File: src/rtl/mem_port_arbiter.sv
// Arbitrates one single-ported memory between instruction fetch and the data stage.
// Serves one transaction at a time; data wins unless fetch has been starved for MAX_DATA_STREAK grants.
module mem_port_arbiter #(
  parameter int MAX_DATA_STREAK = 4,
  parameter int ADDR_W          = 32
) (
  input  logic              clk,
  input  logic              rst,
  input  logic              i_if_req,
  input  logic [ADDR_W-1:0] i_if_addr,
  output logic [31:0]       o_if_rdata,
  output logic              o_if_valid,
  input  logic              i_dmem_ren,
  input  logic              i_dmem_wen,
  input  logic [ADDR_W-1:0] i_dmem_addr,
  input  logic [31:0]       i_dmem_wdata,
  input  logic [3:0]        i_dmem_mask,
  output logic [31:0]       o_dmem_rdata,
  output logic              o_dmem_valid,
  output logic              o_stall_if,
  output logic              o_stall_mem,
  output logic              o_mem_req,
  output logic              o_mem_we,
  output logic [ADDR_W-1:0] o_mem_addr,
  output logic [31:0]       o_mem_wdata,
  output logic [3:0]        o_mem_mask,
  input  logic              i_mem_ready,
  input  logic              i_mem_rvalid,
  input  logic [31:0]       i_mem_rdata
);

  localparam int SW = $clog2(MAX_DATA_STREAK + 1);
  localparam logic [SW-1:0] STREAK_MAX = SW'(MAX_DATA_STREAK);

  typedef enum logic [1:0] {IDLE, ISSUE, WAIT} state_t;

  state_t        state, state_nxt;
  logic [SW-1:0] streak;
  logic          gnt_data;
  logic          dreq, grant_data, grant_if;

  always_comb begin
    dreq       = i_dmem_ren | i_dmem_wen;
    grant_data = (state == IDLE) && dreq && (!i_if_req || (streak < STREAK_MAX));
    grant_if   = (state == IDLE) && !grant_data && i_if_req;
  end

  always_ff @(posedge clk or negedge rst) begin
    if (!rst) state <= IDLE;
    else      state <= state_nxt;
  end

  always_comb begin
    state_nxt = state;
    case (state)
      IDLE:    if (grant_data || grant_if) state_nxt = ISSUE;
      ISSUE:   if (i_mem_ready)            state_nxt = WAIT;
      WAIT:    if (i_mem_rvalid)           state_nxt = IDLE;
      default: state_nxt = IDLE;
    endcase
  end

  // Stalls are gated by reset so every output reads 0 while rst is low.
  always_comb begin
    o_mem_req   = (state == ISSUE);
    o_stall_if  = rst & i_if_req & ~o_if_valid;
    o_stall_mem = rst & dreq & ~o_dmem_valid;
  end

  // Request fields latch at grant and stay stable through the handshake.
  always_ff @(posedge clk or negedge rst) begin
    if (!rst) begin
      o_mem_we    <= 1'b0;
      o_mem_addr  <= '0;
      o_mem_wdata <= '0;
      o_mem_mask  <= '0;
      gnt_data    <= 1'b0;
      streak      <= '0;
    end else if (grant_data) begin
      o_mem_we    <= i_dmem_wen;
      o_mem_addr  <= i_dmem_addr;
      o_mem_wdata <= i_dmem_wen ? i_dmem_wdata : 32'h0;
      o_mem_mask  <= i_dmem_wen ? i_dmem_mask : 4'hF;
      gnt_data    <= 1'b1;
      if (!i_if_req)                 streak <= '0;
      else if (streak != STREAK_MAX) streak <= streak + 1'b1;
    end else if (grant_if) begin
      o_mem_we    <= 1'b0;
      o_mem_addr  <= i_if_addr;
      o_mem_wdata <= 32'h0;
      o_mem_mask  <= 4'hF;
      gnt_data    <= 1'b0;
      streak      <= '0;
    end
  end

  // Completion: route response to the granted requester, one-cycle valid pulse.
  always_ff @(posedge clk or negedge rst) begin
    if (!rst) begin
      o_if_valid   <= 1'b0;
      o_dmem_valid <= 1'b0;
      o_if_rdata   <= '0;
      o_dmem_rdata <= '0;
    end else begin
      o_if_valid   <= 1'b0;
      o_dmem_valid <= 1'b0;
      if (state == WAIT && i_mem_rvalid) begin
        if (gnt_data) begin
          o_dmem_rdata <= i_mem_rdata;
          o_dmem_valid <= 1'b1;
        end else begin
          o_if_rdata   <= i_mem_rdata;
          o_if_valid   <= 1'b1;
        end
      end
    end
  end

endmodule

File: config.mk
export PLATFORM = sky130hd
export DESIGN_NAME = mem_port_arbiter
export DESIGN_NICKNAME = d
export VERILOG_FILES = /design/src/rtl/mem_port_arbiter.sv
export SDC_FILE = /design/constraint.sdc
export NUM_CORES = 1
export LEC_CHECK = 0
export CAP_MARGIN = 20
export CORE_AREA = 2 2 143 145
export CTS_CLUSTER_DIAMETER = 60
export CTS_CLUSTER_SIZE = 24
export DETAILED_ROUTE_END_ITERATION = 16
export DIE_AREA = 0 0 145 147
export GPL_TIMING_DRIVEN = 0
export MAX_ROUTING_LAYER = met4
export SLEW_MARGIN = 5
export SYNTH_ARGS = -nofsm -noshare
export SYNTH_HDL_FRONTEND = slang
export SYNTH_SLANG_ARGS = --single-unit
File: constraint.sdc
create_clock -name clk -period 2.31 [get_ports clk]
set_clock_uncertainty 0.15 [all_clocks]
set_input_delay 0.231 -clock clk [delete_from_list [all_inputs] [get_ports clk]]
set_output_delay 0.231 -clock clk [all_outputs]
set_load 0.01 [all_outputs]
==> results of run 1 <==
==> what timing repair did <==
item                       in CTS  in global routing
resized for setup               3                  1
setup endpoints to repair       1                  1
hold endpoints to repair       68                 68
==> per-layer routing <==
layer	vias to the layer above	global-route usage, %	routed length (um)
li1	2310	-	-
met1	2544	23.5	8210
met2	238	29.6	9180
met3	13	7.98	1880
met4	0	4.95	201
met5	-	-	0
==> metrics by stage <==
step                      hold slack (ns)  TNS [ns]
after floorplan                    -0.215         0
after global placement              0.312   -686.77
after detailed placement            0.145    -0.294
after CTS                          -0.304         0
after global routing               -0.275         0
final                              -0.330         0
==> area by class of cell <==
type,instances,area (sq um)
inverter,4,15.0
sequential,141,3530
tap,270,338
fill,1811,10300
clock inverter,14,161
multi-input combinational,257,2050
clock buffer,18,429
timing repair buffer,277,2790
buffer,47,245
==> synth_stat cells (3+ instances only) <==
master	count	area (sq um)
dfrtp_1	141	3530
mux2_2	53	597
a22o_1	34	298
a21oi_1	32	160
a31oi_1	32	200
nand4_1	32	200
o31ai_1	32	240
clkbuf_1	27	101
mux2_1	12	135
buf_2	10	50.1
buf_4	6	45.0
buf_6	4	45.0
inv_1	4	15.0
nand2_1	4	15.0
o22a_1	4	35.0
nor2_1	3	11.3
==> worst register-to-register path, stage by stage, from the launching register on <==
cell	delay [ns]
dfrtp_1	0.41
nor2_1	0.38
buf_2	0.32
clkbuf_1	0.40
a21oi_1	0.14
a31oi_1	0.17
==> final timing paths <==
path | cells past startpoint | to | slack (ns)
worst max-delay path | 5 | o_stall_mem | 0.07
worst min-delay path | 1 | o_if_rdata[2]$_DFFE_PN0P_ | -0.33
worst max register to register | 5 | o_mem_addr[26]$_DFFE_PN0P_ | 0.26
worst min register to register | 1 | o_mem_we$_DFFE_PN0P_ | 0.33
max in group asynchronous | 2 | o_mem_wdata[0]$_DFFE_PN0P_ | 1.54
min in group clk | 3 | o_mem_mask[2]$_DFFE_PN0P_ | 0.22
==> sequential cells by signal (all words and copies together) (netlist names) <==
name / count
gnt_data: 1
o_dmem_rdata: 32
o_dmem_valid: 1
o_if_rdata: 32
o_if_valid: 1
o_mem_addr: 32
o_mem_mask: 4
o_mem_wdata: 32
o_mem_we: 1
state: 2
streak: 3
==> report_power, final <==
part           switching (uW)  internal [uW]
Combinational            2640           3400
Sequential                675           3670
Clock                    1160           1610
Total                    4480           8690
==> cell families after synthesis <==
logic type / Yosys count / synth area share [%]
DFF: 141 / 60.5
adders and majority gates: 2 / 0.429
and+or+nand+nor: 52 / 5.58
muxes: 65 / 12.6
buffers and inverters: 51 / 4.40
AOI/OAI and AO/OA: 138 / 16.5
==> run_summary.xml, run 1 <==
<?xml version="1.0" encoding="UTF-8"?>
<metrics>
  <group name="timing">
    <metric name="min_clock_period_post_route" unit="ns">2.24</metric>
    <metric name="final.period_utilization" unit="%">96.8</metric>
    <metric name="final_critical_path_setup_slack" unit="ns">0.0728</metric>
    <metric name="timing.final.setup_violations" unit="">0</metric>
    <metric name="timing.fmax" unit="GHz">0.447</metric>
    <metric name="timing_worst_slew_pin_value" unit="ns">0.701</metric>
    <metric name="slew_headroom" unit="%">53.2</metric>
    <metric name="slew_violations" unit="">0</metric>
    <metric name="timing_hold_violations_final" unit="">68</metric>
    <metric name="hold-worst-slack" unit="ns">-0.330</metric>
    <metric name="unrepaired_setup_endpoints_after_global_routing" unit="">false</metric>
  </group>
  <group name="status">
    <metric name="failing_checks" unit="">hold timing</metric>
    <metric name="outcome" unit="">finished, violations left</metric>
  </group>
  <group name="placed_design">
    <metric name="placed_area" unit="sq mm">0.00896</metric>
    <metric name="dp.cells" unit="">996</metric>
    <metric name="port-buffer-count" unit="">276</metric>
    <metric name="dp_slack" unit="ns">-0.294</metric>
    <metric name="hpwlAfterDp" unit="um">14100</metric>
    <metric name="globalplace.congestion" unit="">0.799</metric>
  </group>
  <group name="synthesis">
    <metric name="ys_async_sr_fraction" unit="%">100</metric>
    <metric name="synth_seq_area_share" unit="%">60.5</metric>
    <metric name="synth_ff_type" unit="">dfrtp_1</metric>
    <metric name="synthesis_warning_total" unit="">0</metric>
    <metric name="synth_edf_count" unit="">0</metric>
    <metric name="syn_inst_count" unit="">449</metric>
    <metric name="synthesis_stage_register_bit_count" unit="">141</metric>
    <metric name="post_synthesis_instance_area" unit="sq mm">0.00583</metric>
    <metric name="synth_cell_types" unit="">30</metric>
    <metric name="avgSynthCellArea" unit="sq um">13.0</metric>
    <metric name="synth.net_count" unit="">590</metric>
  </group>
  <group name="global_routing">
    <metric name="antenna_found_initial" unit="">0</metric>
    <metric name="first_global_vias" unit="">5467</metric>
    <metric name="grt_pass1_wl" unit="um">31500</metric>
    <metric name="global_route_congestion_overflow_total" unit="">0</metric>
    <metric name="grtUsageTotal" unit="%">19.2</metric>
    <metric name="grt_start_max_net_pins" unit="">74</metric>
  </group>
  <group name="final_layout">
    <metric name="most_frequent_standard_cell_in_the_layout_excluding_fill_and_tap_cells" unit="">clkdlybuf4s50_1</metric>
    <metric name="final_layout_size_suffix_gt1_share" unit="%">14.8</metric>
    <metric name="area_delta_synth_final" unit="%">64.0</metric>
    <metric name="finish.instance_area" unit="sq mm">0.00956</metric>
    <metric name="layout.nets" unit="">886</metric>
    <metric name="mostFrequentLayoutCells" unit="">274 x clkdlybuf4s50_1, 141 x dfrtp_1, 53 x mux2_2</metric>
    <metric name="antenna_cells" unit="">0</metric>
    <metric name="finished_layout_cells" unit="">1028</metric>
    <metric name="final_core_util" unit="%">48.2</metric>
  </group>
  <group name="route">
    <metric name="avgViaCountPerCell" unit="">4.97</metric>
    <metric name="length_of_the_first_detailed_routing_pass_in_iterations" unit="">4</metric>
    <metric name="total_number_of_vias" unit="">5105</metric>
    <metric name="drt_wl_total" unit="um">19500</metric>
    <metric name="drc_errors" unit="">0</metric>
    <metric name="drt_iter0_drc" unit="">193</metric>
    <metric name="wire_per_inst" unit="um">18.9</metric>
    <metric name="number_of_nets_still_failing_antenna_checks_after_routing" unit="">0</metric>
  </group>
  <group name="die">
    <metric name="fp.dieArea" unit="sq mm">0.0213</metric>
    <metric name="start_util" unit="%">29.4</metric>
    <metric name="die_height" unit="um">147</metric>
    <metric name="boundaryPins" unit="">277</metric>
    <metric name="placement_rows" unit="">52</metric>
    <metric name="horizontal_die_dimension" unit="um">145</metric>
    <metric name="placeableCoreArea" unit="sq mm">0.0198</metric>
  </group>
  <group name="power_and_ir_drop">
    <metric name="overall_power_after_layout" unit="uW">13200</metric>
    <metric name="pwr_density_cell" unit="mW/mm^2">1380</metric>
    <metric name="p_leak" unit="uW">0.00393</metric>
    <metric name="power.ir.vdd_worst" unit="mV">0.582</metric>
  </group>
  <group name="clocking">
    <metric name="ctsRootBufferMaster" unit="">clkbuf_16</metric>
    <metric name="clock_insertion_delay_worst_skew" unit="ns">0.41</metric>
    <metric name="clock_sink_count" unit="">141</metric>
    <metric name="post_cts.repair.setup_buffers" unit="">0</metric>
    <metric name="tritoncts.num_buffers" unit="">17</metric>
    <metric name="cts_max_path_buffers" unit="">2</metric>
    <metric name="cts.clk_slew.worst_paths" unit="ns">0.07</metric>
    <metric name="cts_htree_levels" unit="">4</metric>
    <metric name="cts_tree" unit="">done</metric>
  </group>
  <group name="critical_path">
    <metric name="critPathMostFrequentCell" unit="">clkdlybuf4s50_1</metric>
    <metric name="worst_r2r_startpoint" unit="">state[0]$_DFFE_PN0P_</metric>
    <metric name="worstSetupStartpointType" unit="">primary input</metric>
    <metric name="crit_chain" unit="">clkdlybuf4s50_1 -&gt; nor2_2 -&gt; clkbuf_4 -&gt; nor3b_1 -&gt; clkdlybuf4s50_1</metric>
    <metric name="worst_path_largest_cell_delay" unit="ns">0.48</metric>
    <metric name="cp_top_family" unit="">buffers and inverters</metric>
    <metric name="critical_path.max_fanout" unit="">10</metric>
    <metric name="setup.worst_path.start" unit="">i_dmem_ren</metric>
    <metric name="endpoint_kind" unit="">output port</metric>
    <metric name="worst-endpoint-required" unit="ns">1.93</metric>
    <metric name="cp_num_buf_inv" unit="">3</metric>
    <metric name="data_arrival_at_the_endpoint_of_the_critical_path" unit="ns">1.86</metric>
    <metric name="crit_path_top_delay_cell" unit="">clkdlybuf4s50_1</metric>
    <metric name="path_class" unit="">in -&gt; out</metric>
  </group>
  <group name="hold_path">
    <metric name="worstHoldPathType" unit="">in -&gt; async</metric>
  </group>
  <group name="job">
    <metric name="max-cap-violations" unit="">0</metric>
  </group>
</metrics>
Note: power is estimated with default switching activity, not from simulation.
==> run 2: changes to the inputs <==
Settings changed: GPL_TIMING_DRIVEN 0 to not set.
==> run_summary.xml, run 2 (synthesized netlist as in run 1, its figures left out) <==
<?xml version="1.0" encoding="UTF-8"?>
<metrics>
  <group name="status">
    <metric name="outcome" unit="">complete, no violations</metric>
  </group>
  <group name="critical_path">
    <metric name="rrSetupSlack" unit="ns">0.43</metric>
    <metric name="setup.worst_path.start" unit="">rst</metric>
    <metric name="worst_r2r_startpoint" unit="">state[0]$_DFFE_PN0P_</metric>
    <metric name="worstSetupStartpointType" unit="">primary input</metric>
    <metric name="reg2reg_to" unit="">streak[0]$_DFFE_PN0P_</metric>
    <metric name="critical_path.max_fanout" unit="">4</metric>
    <metric name="data_arrival_at_the_endpoint_of_the_critical_path" unit="ns">1.67</metric>
    <metric name="path_class" unit="">in -&gt; out</metric>
    <metric name="worst-endpoint-required" unit="ns">1.93</metric>
    <metric name="reg2regPathDepth" unit="">3</metric>
    <metric name="critPathCapture" unit="">o_stall_mem</metric>
    <metric name="endpoint_kind" unit="">output port</metric>
  </group>
  <group name="final_layout">
    <metric name="area_delta_synth_final" unit="%">62.0</metric>
    <metric name="final_layout_size_suffix_gt1_share" unit="%">15.1</metric>
    <metric name="antenna_cells" unit="">0</metric>
    <metric name="mostFrequentLayoutCells" unit="">275 x clkdlybuf4s50_1, 141 x dfrtp_1, 53 x mux2_2</metric>
    <metric name="finish.instance_area" unit="sq mm">0.00944</metric>
    <metric name="layout.filler_cells" unit="">1768</metric>
    <metric name="most_frequent_standard_cell_in_the_layout_excluding_fill_and_tap_cells" unit="">clkdlybuf4s50_1</metric>
    <metric name="layout.nets" unit="">857</metric>
  </group>
  <group name="clocking">
    <metric name="cts_resized" unit="">0</metric>
    <metric name="cts_tree" unit="">done</metric>
    <metric name="hold_fix_buffer_count_after_cts" unit="">1</metric>
    <metric name="clock_sink_count" unit="">141</metric>
    <metric name="ctsRootBufferMaster" unit="">clkbuf_16</metric>
    <metric name="cts.clk_slew.worst_paths" unit="ns">0.06</metric>
    <metric name="clock_insertion_delay_worst_skew" unit="ns">0.41</metric>
    <metric name="post_cts.repair.setup_buffers" unit="">0</metric>
    <metric name="cts_htree_levels" unit="">4</metric>
    <metric name="cts_max_path_buffers" unit="">2</metric>
    <metric name="tritoncts.num_buffers" unit="">17</metric>
  </group>
  <group name="global_routing">
    <metric name="grt_use_met2" unit="%">29.0</metric>
    <metric name="antenna_found_initial" unit="">0</metric>
    <metric name="first_global_vias" unit="">5522</metric>
    <metric name="grt-busiest-layer" unit="">met2</metric>
    <metric name="grt_pass1_wl" unit="um">29800</metric>
    <metric name="global_route_congestion_overflow_total" unit="">0</metric>
    <metric name="grt_start_max_net_pins" unit="">55</metric>
    <metric name="use_met3" unit="%">6.80</metric>
    <metric name="grtUsageTotal" unit="%">18.2</metric>
    <metric name="grt_use_met1" unit="%">21.4</metric>
  </group>
  <group name="route">
    <metric name="wire_per_inst" unit="um">18.8</metric>
    <metric name="number_of_nets_still_failing_antenna_checks_after_routing" unit="">0</metric>
    <metric name="avgViaCountPerCell" unit="">5.02</metric>
    <metric name="total_number_of_vias" unit="">5013</metric>
    <metric name="drc_errors" unit="">0</metric>
    <metric name="length_of_the_first_detailed_routing_pass_in_iterations" unit="">5</metric>
    <metric name="drt_wl_total" unit="um">18800</metric>
    <metric name="drt_iter0_drc" unit="">195</metric>
  </group>
  <group name="die">
    <metric name="boundaryPins" unit="">277</metric>
    <metric name="fp.dieArea" unit="sq mm">0.0213</metric>
    <metric name="horizontal_die_dimension" unit="um">145</metric>
    <metric name="placeableCoreArea" unit="sq mm">0.0198</metric>
    <metric name="placement_rows" unit="">52</metric>
    <metric name="die_height" unit="um">147</metric>
    <metric name="start_util" unit="%">29.4</metric>
  </group>
  <group name="timing">
    <metric name="setup_tns" unit="ns">0</metric>
    <metric name="timing.fmax" unit="GHz">0.487</metric>
    <metric name="slew_headroom" unit="%">51.9</metric>
    <metric name="timing_worst_slew_pin_value" unit="ns">0.722</metric>
    <metric name="timing_hold_violations_final" unit="">0</metric>
    <metric name="final.period_utilization" unit="%">88.9</metric>
    <metric name="final_critical_path_setup_slack" unit="ns">0.256</metric>
    <metric name="min_clock_period_post_route" unit="ns">2.05</metric>
    <metric name="slew_violations" unit="">0</metric>
    <metric name="unrepaired_setup_endpoints_after_global_routing" unit="">false</metric>
    <metric name="timing.final.setup_violations" unit="">0</metric>
  </group>
  <group name="hold_path">
    <metric name="hold_path_depth" unit="">3</metric>
    <metric name="hold_path.startpoint" unit="">i_if_addr[24]</metric>
    <metric name="worstHoldPathType" unit="">in -&gt; reg</metric>
  </group>
  <group name="placed_design">
    <metric name="dp_slack" unit="ns">0.256</metric>
    <metric name="globalplace.congestion" unit="">0.817</metric>
    <metric name="placed_area" unit="sq mm">0.00888</metric>
    <metric name="hpwlAfterDp" unit="um">13200</metric>
    <metric name="port-buffer-count" unit="">276</metric>
  </group>
  <group name="power_and_ir_drop">
    <metric name="combPwrFrac" unit="%">45.8</metric>
    <metric name="power.switching_fraction" unit="%">34.5</metric>
    <metric name="p_leak" unit="uW">0.00389</metric>
    <metric name="pwr_density_cell" unit="mW/mm^2">1360</metric>
    <metric name="net_switching_component_of_the_power" unit="uW">4430</metric>
    <metric name="power.ir.vdd_worst" unit="mV">0.727</metric>
    <metric name="power_report.internal_total" unit="uW">8410</metric>
    <metric name="share_clk_of_total_power" unit="%">20.2</metric>
    <metric name="overall_power_after_layout" unit="uW">12800</metric>
    <metric name="sequentialPowerShare" unit="%">34.0</metric>
  </group>
  <group name="job">
    <metric name="max-cap-violations" unit="">0</metric>
  </group>
</metrics>
-- run 2: changes by cell type in the layout (fill, tap and decap cells not counted), sizes merged, moves of 2 or more --
cell	change
clkbuf	-28
buf	-3
inv	+3
bufinv	-2
-- run 2: through the flow --
step | hold WS (ns) | utilization [%] | instances
after detailed placement | 0.160 | 44.7 | 966
after global routing | 0.245 | 47.6 | 999
final | 0.255 | 47.6 | 999
after floorplan | -0.215 | - | 449
after global placement | 0.151 | 44.7 | 966
after CTS | 0.234 | 47.6 | 999
-- run 2: per-layer routing --
metal,share of wire (%),up-vias
met5,0,-
met4,1.8,0
met3,9.7,26
met2,48,266
met1,41,2475
li1,-,2246
-- run 2: worst min-delay path by stage --
stage                                         to  slack [ns]
finish                o_mem_addr[24]$_DFFE_PN0P_        0.26
global route          o_mem_addr[18]$_DFFE_PN0P_        0.25
CTS                   o_mem_addr[24]$_DFFE_PN0P_        0.23
detailed placement  o_dmem_rdata[29]$_DFFE_PN0P_        0.16
global placement     o_dmem_rdata[4]$_DFFE_PN0P_        0.15
floorplan                   gnt_data$_DFFE_PN0P_       -0.21
-- run 2: area by class of cell --
type | count | area, sq um | share of cell area, %
multi-input cells | 257 | 2060 | 21.8
clock inverters | 15 | 126 | 1.34
well taps | 270 | 338 | 3.58
inverters | 4 | 15.0 | 0.159
flip-flops and latches | 141 | 3530 | 37.4
repair buffers | 295 | 2950 | 31.2
clock buffers | 17 | 425 | 4.51
-- run 2: critical path, stage by stage --
cell	delay [ns]
dlygate4sd3_1	0.56
buf_6	0.12
nor3b_1	0.17
clkdlybuf4s50_1	0.59
-- run 2: power groups by stage --
stage / Clock (uW) / Sequential (uW) / Combinational (uW)
after floorplan: 0 / 4830 / 2190
after global placement: 0 / 4340 / 5820
after detailed placement: 0 / 4390 / 5920
after CTS: 2680 / 4380 / 5950
after global routing: 2800 / 4520 / 6310
final: 2590 / 4370 / 5880
==> run 3: changes to the inputs <==
Settings changed: SKIP_CTS_REPAIR_TIMING set to 1.
==> run_summary.xml, run 3 (synthesized netlist as in run 1, its figures left out) <==
<?xml version="1.0" encoding="UTF-8"?>
<metrics>
  <group name="power_and_ir_drop">
    <metric name="power_report.internal_total" unit="uW">8410</metric>
    <metric name="power.ir.vdd_worst" unit="mV">0.727</metric>
    <metric name="share_clk_of_total_power" unit="%">20.2</metric>
    <metric name="pwr_density_cell" unit="mW/mm^2">1360</metric>
    <metric name="power.switching_fraction" unit="%">34.5</metric>
    <metric name="p_leak" unit="uW">0.00389</metric>
    <metric name="sequentialPowerShare" unit="%">34.0</metric>
    <metric name="net_switching_component_of_the_power" unit="uW">4430</metric>
    <metric name="combPwrFrac" unit="%">45.8</metric>
  </group>
  <group name="final_layout">
    <metric name="final_layout_size_suffix_gt1_share" unit="%">15.1</metric>
    <metric name="layout.filler_cells" unit="">1768</metric>
    <metric name="layout.nets" unit="">857</metric>
    <metric name="most_frequent_standard_cell_in_the_layout_excluding_fill_and_tap_cells" unit="">clkdlybuf4s50_1</metric>
    <metric name="mostFrequentLayoutCells" unit="">275 x clkdlybuf4s50_1, 141 x dfrtp_1, 53 x mux2_2</metric>
    <metric name="seq_area" unit="sq mm">0.00353</metric>
    <metric name="total_area_of_multi_input_combinational_cells" unit="sq mm">0.00206</metric>
    <metric name="area_delta_synth_final" unit="%">62.0</metric>
    <metric name="antenna_cells" unit="">0</metric>
  </group>
  <group name="route">
    <metric name="drc_errors" unit="">0</metric>
    <metric name="length_of_the_first_detailed_routing_pass_in_iterations" unit="">6</metric>
    <metric name="drt_wl_total" unit="um">18800</metric>
    <metric name="wire_per_inst" unit="um">18.8</metric>
    <metric name="number_of_nets_still_failing_antenna_checks_after_routing" unit="">0</metric>
    <metric name="avgViaCountPerCell" unit="">5.01</metric>
    <metric name="total_number_of_vias" unit="">5009</metric>
    <metric name="drt_iter0_drc" unit="">195</metric>
  </group>
  <group name="global_routing">
    <metric name="grtUsageTotal" unit="%">18.2</metric>
    <metric name="grt_pass1_wl" unit="um">29800</metric>
    <metric name="first_global_vias" unit="">5516</metric>
    <metric name="global_route_congestion_overflow_total" unit="">0</metric>
    <metric name="antenna_found_initial" unit="">0</metric>
    <metric name="grt_start_max_net_pins" unit="">55</metric>
  </group>
  <group name="clocking">
    <metric name="cts_max_path_buffers" unit="">2</metric>
    <metric name="clock_sink_count" unit="">141</metric>
    <metric name="clock_insertion_delay_worst_skew" unit="ns">0.41</metric>
    <metric name="cts_htree_levels" unit="">4</metric>
    <metric name="cts_tree" unit="">done</metric>
    <metric name="tritoncts.num_buffers" unit="">17</metric>
    <metric name="cts.clk_slew.worst_paths" unit="ns">0.06</metric>
    <metric name="ctsRootBufferMaster" unit="">clkbuf_16</metric>
  </group>
  <group name="critical_path">
    <metric name="data_arrival_at_the_endpoint_of_the_critical_path" unit="ns">1.67</metric>
    <metric name="endpoint_kind" unit="">output port</metric>
    <metric name="crit_path_top_delay_cell" unit="">clkdlybuf4s50_1</metric>
    <metric name="worstSetupStartpointType" unit="">primary input</metric>
    <metric name="cp_top_family" unit="">buffers and inverters</metric>
    <metric name="worst-endpoint-required" unit="ns">1.93</metric>
    <metric name="worst_path_largest_cell_delay" unit="ns">0.59</metric>
    <metric name="cp_num_buf_inv" unit="">3</metric>
    <metric name="critical_path.max_fanout" unit="">4</metric>
    <metric name="crit_chain" unit="">dlygate4sd3_1 -&gt; buf_6 -&gt; nor3b_1 -&gt; clkdlybuf4s50_1</metric>
    <metric name="path_class" unit="">in -&gt; out</metric>
  </group>
  <group name="timing">
    <metric name="timing_hold_violations_final" unit="">0</metric>
    <metric name="timing.final.setup_violations" unit="">0</metric>
    <metric name="setup_tns" unit="ns">0</metric>
    <metric name="final.period_utilization" unit="%">88.9</metric>
    <metric name="hold-worst-slack" unit="ns">0.255</metric>
    <metric name="timing.fmax" unit="GHz">0.487</metric>
    <metric name="slew_violations" unit="">0</metric>
    <metric name="min_clock_period_post_route" unit="ns">2.05</metric>
    <metric name="final_critical_path_setup_slack" unit="ns">0.256</metric>
    <metric name="unrepaired_setup_endpoints_after_global_routing" unit="">false</metric>
    <metric name="slew_headroom" unit="%">51.9</metric>
    <metric name="timing_worst_slew_pin_value" unit="ns">0.721</metric>
  </group>
  <group name="placed_design">
    <metric name="globalplace.congestion" unit="">0.817</metric>
    <metric name="port-buffer-count" unit="">276</metric>
    <metric name="dp_slack" unit="ns">0.256</metric>
    <metric name="hpwlAfterDp" unit="um">13200</metric>
  </group>
  <group name="job">
    <metric name="max-cap-violations" unit="">0</metric>
  </group>
  <group name="hold_path">
    <metric name="worstHoldPathType" unit="">in -&gt; reg</metric>
  </group>
  <group name="die">
    <metric name="fp.dieArea" unit="sq mm">0.0213</metric>
    <metric name="placement_rows" unit="">52</metric>
    <metric name="placeableCoreArea" unit="sq mm">0.0198</metric>
    <metric name="horizontal_die_dimension" unit="um">145</metric>
    <metric name="die_height" unit="um">147</metric>
    <metric name="start_util" unit="%">29.4</metric>
    <metric name="boundaryPins" unit="">277</metric>
  </group>
  <group name="status">
    <metric name="outcome" unit="">complete, no violations</metric>
  </group>
</metrics>
run 3: power by group through the flow:
| stage | registers (uW) | clock network, uW | logic [uW] |
|---|---|---|---|
| 2_1_floorplan | 4830 | 0 | 2190 |
| 3_3_place_gp | 4340 | 0 | 5820 |
| 3_5_place_dp | 4390 | 0 | 5920 |
| 4_1_cts | 4380 | 2680 | 5940 |
| 5_1_grt | 4520 | 2800 | 6310 |
| 6_report | 4370 | 2590 | 5880 |
run 3: routing by layer:
layer | routed length [um] | global-route usage (%)
met4 | 336 | 6.19
met2 | 8970 | 29.0
met3 | 1780 | 6.96
met1 | 7710 | 21.3
met5 | 0 | -
run 3: worst reg2reg max path: stages (launching register included):
cell     delay, ns
dfrtp_1       0.44
or2_2         0.58
nor4b_2       0.43
mux2_2        0.22
run 3: metrics by stage:
step / total power (uW) / cell area, sq um / util [%] / instances
after global placement: 10200 / 8880 / 44.7 / 966
after floorplan: 7020 / 5830 / - / 449
after global routing: 13600 / 9440 / 47.6 / 999
after detailed placement: 10300 / 8880 / 44.7 / 966
final: 12800 / 9440 / 47.6 / 999
after CTS: 13000 / 9430 / 47.5 / 998
run 3: final timing paths:
path | from | endpoint | slack (ns) | cells past startpoint
worst min register to register | o_mem_we$_DFFE_PN0P_ | o_mem_we$_DFFE_PN0P_ | 0.33 | 1
min in group asynchronous | rst | o_if_rdata[28]$_DFFE_PN0P_ | 0.30 | 3
worst max-delay path | rst | o_stall_mem | 0.26 | 4
worst min-delay path | i_if_addr[24] | o_mem_addr[24]$_DFFE_PN0P_ | 0.26 | 3
max in group asynchronous | rst | o_mem_wdata[16]$_DFFE_PN0P_ | 0.66 | 4
worst max register to register | state[0]$_DFFE_PN0P_ | streak[0]$_DFFE_PN0P_ | 0.43 | 3
run 3: area by class of cell:
type                       instances  share of cell area (%)
timing repair buffer             295                    31.2
tap                              270                    3.58
multi-input combinational        257                    21.8
clock buffer                      17                    4.51
sequential                       141                    37.4
inverter                           4                   0.159
clock inverter                    15                    1.34
